==> config.mk <==
export PLATFORM = sky130hd
export DESIGN_NAME = byte_word_packer
export DESIGN_NICKNAME = d
export VERILOG_FILES = /design/src/rtl/byte_word_packer_pkg.sv /design/src/rtl/byte_word_packer.sv
export SDC_FILE = /design/constraint.sdc
export NUM_CORES = 1
export LEC_CHECK = 0
export CAP_MARGIN = 10
export CELL_PAD_IN_SITES_DETAIL_PLACEMENT = 0
export CELL_PAD_IN_SITES_GLOBAL_PLACEMENT = 1
export CORE_ASPECT_RATIO = 1.5
export CORE_UTILIZATION = 40
export DETAILED_ROUTE_END_ITERATION = 10
export PLACE_DENSITY_LB_ADDON = 0.1
export SLEW_MARGIN = 20
export SYNTH_ARGS = -nofsm -noshare
export SYNTH_HDL_FRONTEND = slang
export SYNTH_SLANG_ARGS = --single-unit
export TNS_END_PERCENT = 10
==> constraint.sdc <==
create_clock -name clk -period 6.6 [get_ports clk]
set_input_delay 0.99 -clock clk [delete_from_list [all_inputs] [get_ports clk]]
set_output_delay 0.99 -clock clk [all_outputs]
set_load 0.02 [all_outputs]
==> src/rtl/byte_word_packer_pkg.sv <==
// Shared definitions for the byte packer and the downstream byte-manipulation datapath:
// lane-order encodings and the byte-index to lane mapping.
package byte_word_packer_pkg;

    localparam int unsigned DEFAULT_WORD_BYTES = 4;

    localparam logic ORDER_MSB_FIRST = 1'b0;
    localparam logic ORDER_LSB_FIRST = 1'b1;

    // Lane that holds byte number cnt of a word for the given order.
    function automatic int unsigned lane_of(
        input int unsigned cnt,
        input logic        order,
        input int unsigned nbytes = DEFAULT_WORD_BYTES
    );
        case (order)
            ORDER_MSB_FIRST: return nbytes - 1 - cnt;
            ORDER_LSB_FIRST: return cnt;
            default:         return cnt;
        endcase
    endfunction

endpackage

==> src/rtl/byte_word_packer.sv <==
// Packs a valid/ready byte stream into WORD_BYTES-wide words with per-word lane order,
// early word close on in_last, and a single registered output stage.
module byte_word_packer
    import byte_word_packer_pkg::*;
#(
    parameter int unsigned WORD_BYTES = DEFAULT_WORD_BYTES,
    parameter int unsigned CNT_W      = 16
) (
    input  logic                    clk,
    input  logic                    rst,
    input  logic                    enable,
    input  logic                    mode,
    input  logic                    in_valid,
    output logic                    in_ready,
    input  logic [7:0]              in_byte,
    input  logic                    in_last,
    output logic                    out_valid,
    input  logic                    out_ready,
    output logic [8*WORD_BYTES-1:0] out_data,
    output logic [WORD_BYTES-1:0]   out_keep,
    output logic                    out_last,
    output logic [CNT_W-1:0]        word_count
);

    localparam int unsigned IDX_W = (WORD_BYTES > 1) ? $clog2(WORD_BYTES) : 1;
    localparam int unsigned DW    = 8 * WORD_BYTES;

    logic [DW-1:0]         r_acc;
    logic [WORD_BYTES-1:0] r_acc_keep;
    logic [IDX_W-1:0]      r_cnt;
    logic                  r_word_mode;

    logic                  r_out_valid;
    logic [DW-1:0]         r_out_data;
    logic [WORD_BYTES-1:0] r_out_keep;
    logic                  r_out_last;
    logic [CNT_W-1:0]      r_word_count;

    logic                  w_in_ready;
    logic                  w_accept;
    logic                  w_order;
    logic                  w_complete;
    logic [IDX_W-1:0]      w_lane;
    logic [DW-1:0]         w_byte_word;
    logic [WORD_BYTES-1:0] w_lane_bit;

    assign w_in_ready = enable && (!r_out_valid || out_ready);
    assign w_accept   = in_valid && w_in_ready;
    // The first byte of a word picks the order; later bytes reuse the latched one.
    assign w_order    = (r_cnt == '0) ? mode : r_word_mode;
    assign w_lane     = IDX_W'(lane_of(32'(r_cnt), w_order, WORD_BYTES));
    assign w_complete = (r_cnt == IDX_W'(WORD_BYTES - 1)) || in_last;

    always_comb begin
        w_byte_word = '0;
        w_lane_bit  = '0;
        for (int unsigned i = 0; i < WORD_BYTES; i++) begin
            if (w_lane == IDX_W'(i)) begin
                w_byte_word[8*i +: 8] = in_byte;
                w_lane_bit[i]         = 1'b1;
            end
        end
    end

    always_ff @(posedge clk) begin
        if (rst) begin
            r_acc        <= '0;
            r_acc_keep   <= '0;
            r_cnt        <= '0;
            r_word_mode  <= 1'b0;
            r_out_valid  <= 1'b0;
            r_out_data   <= '0;
            r_out_keep   <= '0;
            r_out_last   <= 1'b0;
            r_word_count <= '0;
        end else begin
            if (r_out_valid && out_ready) begin
                r_out_valid <= 1'b0;
            end
            if (w_accept) begin
                if (r_cnt == '0) begin
                    r_word_mode <= mode;
                end
                // A completing byte overrides the drain above so back-to-back words have no bubble.
                if (w_complete) begin
                    r_out_data   <= r_acc | w_byte_word;
                    r_out_keep   <= r_acc_keep | w_lane_bit;
                    r_out_last   <= in_last;
                    r_out_valid  <= 1'b1;
                    r_acc        <= '0;
                    r_acc_keep   <= '0;
                    r_cnt        <= '0;
                    r_word_count <= r_word_count + CNT_W'(1);
                end else begin
                    r_acc      <= r_acc | w_byte_word;
                    r_acc_keep <= r_acc_keep | w_lane_bit;
                    r_cnt      <= r_cnt + IDX_W'(1);
                end
            end
        end
    end

    assign in_ready   = w_in_ready;
    assign out_valid  = r_out_valid;
    assign out_data   = r_out_data;
    assign out_keep   = r_out_keep;
    assign out_last   = r_out_last;
    assign word_count = r_word_count;

endmodule

==> results.md <==
* Startpoint Class: primary input
* Layout cell share with drive strength beyond 1 at 6.39%
* Leakage at 1.52 nW
* CTS root buffer: clkbuf_16
* Sw Share at 24.4%
* Top post-synthesis cells by area: dfxtp_1 52%, o2bb2ai_1 7.9%, a211oi_1 6.7%
* Final hold violations at 0
* Most common cell after layout, fill and taps aside: dfxtp_1
* Hpwl dp at 5960 µm
* CTS sink cnt at 93
* Worst-Skew Late Latency at 340 ps
* Routed WL per cell at 16.5 µm
* RSZ-0062 raised after global routing: no
* PD cells at 259 nW/µm²
* DR pass1 iterations at 4
* Vias in the first global route at 2843
* Slew margin rel. at 32.2%
* Via/cell ratio at 5.51
* Final Net Count at 453
* Most frequent CP cell: clkdlybuf4s50_1
* Setup violators final at 0
* Mapped Area at 3570 µm²
* Ys flop type: dfxtp_1
* Critical path cell sequence: clkdlybuf4s50_1 > nand2b_1 > and2_1 > clkdlybuf4s50_1
* Starting density of the core at 41.9%
* Yosys top cell area share at 52.2%
* Maximum vdd drop at 131 µV
* CP max FO at 7
* Actual slew at the worst max-slew pin at 989 ps
* Antenna fix cells at 0
* Post-synth cell types at 38
* # DRC at 0
* Placeable Area at 8520 µm²
* CP max-delay cell: clkdlybuf4s50_1
* Die Ht at 118 µm
* Final worst path period share at 53.6%
* Synth Area per Inst at 9.56 µm²
* CP Class: primary input to output port
* CP peak stage delay at 590 ps
* Final Max Tran Viols at 0
* FP Rows at 41
* Syn nets at 391
* Min Tclk post-route at 3540 ps
* H-tree Lvls at 3
* NetSw at 292 µW
* Async SR Flop Fraction at 0%
* Sequential fraction of the synthesis area at 52.2%
* First-pass GRT wire length at 14700 µm
* Commonest cells after routing, fill and taps aside: 93 x dfxtp_1, 68 x clkdlybuf4s50_1, 46 x nor2_1
* Peak Freq at 283 MHz
* Synth Register Bits at 93
* GRT Util Overall at 20.4%
* CTS buffer count at 9
* Post-DRT Antenna Nets at 0
* Initial antenna violation count at 0
* Post-CTS setup buffer count at 0
* Synthesized instance count at 373
* Dpl cells at 531
* Worst hold-check path type: flop to flop
* Maxcap violations at 0
* DIE AREA at 9300 µm²
* Internal power at 903 µW
* Worst Skew at 6.65 ps
* Routed WL at 9010 µm
* Clock power frac at 39.6%
* Total gr overflow at 0
* CP endpoint kind: output port
* Fin cells at 545
* Deepest clock path buffer count at 2
* GP Congestion at 0.812
* Data arrival, critical path at 2550 ps
* Sequential share of power at 49.3%
* Sum Neg Setup Slack at 0 ps
* Combinational power share at 11.1%
* Syn. warnings at 0
* Clock-pin slew on the worst setup and hold paths at 60 ps
* TritonCTS clock tree: yes
* Resize count post-CTS at 0
* IO buf count at 69
* EDFF count, synth at 0
* Syn-to-layout area delta at 29.3%
* Cts hold-fix bufs at 0
* Largest net degree at the start of global routing at 61
* Vias post-DR at 3005
* Status: complete, no violations
* Chip width at 79.1 µm
* WP data required at 5610 ps
* Initial drt markers at 102
* Area leader, netlist: dfxtp_1
* IO Pins at 70
==> path summary, 6_finish.rpt <==
check                               start            to  slack (ps)  cells past startpoint
worst min register to register  r_acc[21]     r_acc[21]         470                      1
worst max-delay path            out_ready      in_ready        3060                      4
worst min-delay path            r_acc[21]     r_acc[21]         470                      1
worst max register to register   r_cnt[0]  out_data[14]        3960                      6
==> synthesized netlist by cell type (4+ instances only) <==
cell,number
dfxtp_1,93
nor2_1,47
nor3_1,43
a211oi_1,32
o2bb2ai_1,32
clkbuf_1,18
nand2_1,15
a21oi_1,13
nand3_1,7
o31ai_1,6
or4_1,6
inv_1,5
mux2i_1,5
xnor2_1,5
a22o_1,4
mux2_1,4
or3_1,4
==> power groups by stage <==
stage	clock (mW)	sequential [mW]	combinational [mW]
finish	0.474	0.589	0.133
global route	0.505	0.591	0.144
CTS	0.483	0.589	0.134
detailed placement	0	0.601	0.133
global placement	0	0.601	0.134
floorplan	0	0.615	0.0614
==> through the flow <==
step                utilization [%]  power [mW]  setup WS [ps]  hold slack [ps]  cell area [µm²]
detailed placement             51.0       0.735           3070              450             4340
floorplan                         -       0.676           4170              434             3570
global route                   54.1        1.24           3010              476             4610
finish                         54.1        1.20           3060              467             4610
CTS                            54.1        1.21           3070              467             4610
global placement               51.0       0.735           3090              445             4340
==> cells by family after synthesis <==
| family | synth area share (%) |
|---|---|
| buffers and inverters | 3.12 |
| AOI/OAI and AO/OA | 19.5 |
| and+or+nand+nor | 19.3 |
| xor gates and xnor gates | 1.47 |
| muxes | 3.37 |
| DFF | 52.2 |
| adders and majority gates | 1.05 |
==> flip-flops by register name (all words and copies together) (netlist names) <==
signal / cells
out_data: 32
out_valid: 1
r_cnt: 2
r_acc_keep: 4
out_keep: 4
word_count: 16
r_acc: 32
r_word_mode: 1
out_last: 1
==> area by class of cell <==
class | instances | area (µm²)
Clock buffer | 13 | 260
Inverter | 5 | 18.8
Tap cell | 107 | 134
Sequential cell | 93 | 1860
Fill cell | 822 | 3910
Clock inverter | 1 | 7.51
Timing Repair Buffer | 73 | 716
Multi-Input combinational cell | 253 | 1610
==> worst max-delay path: cells and delay by family <==
family / cells / cell delay, ps
buf+inv: 2 / 1110
simple gates: 2 / 440
==> routing by layer <==
layer,vias up,part of all wire [%],global-route usage (%)
met5,-,0,0
met2,62,48,33.6
met4,0,1.9,8.64
li1,1506,-,-
met1,1422,46,25.8
met3,15,3.6,3.64
No activity file was read; power rests on OpenSTA's default activity.
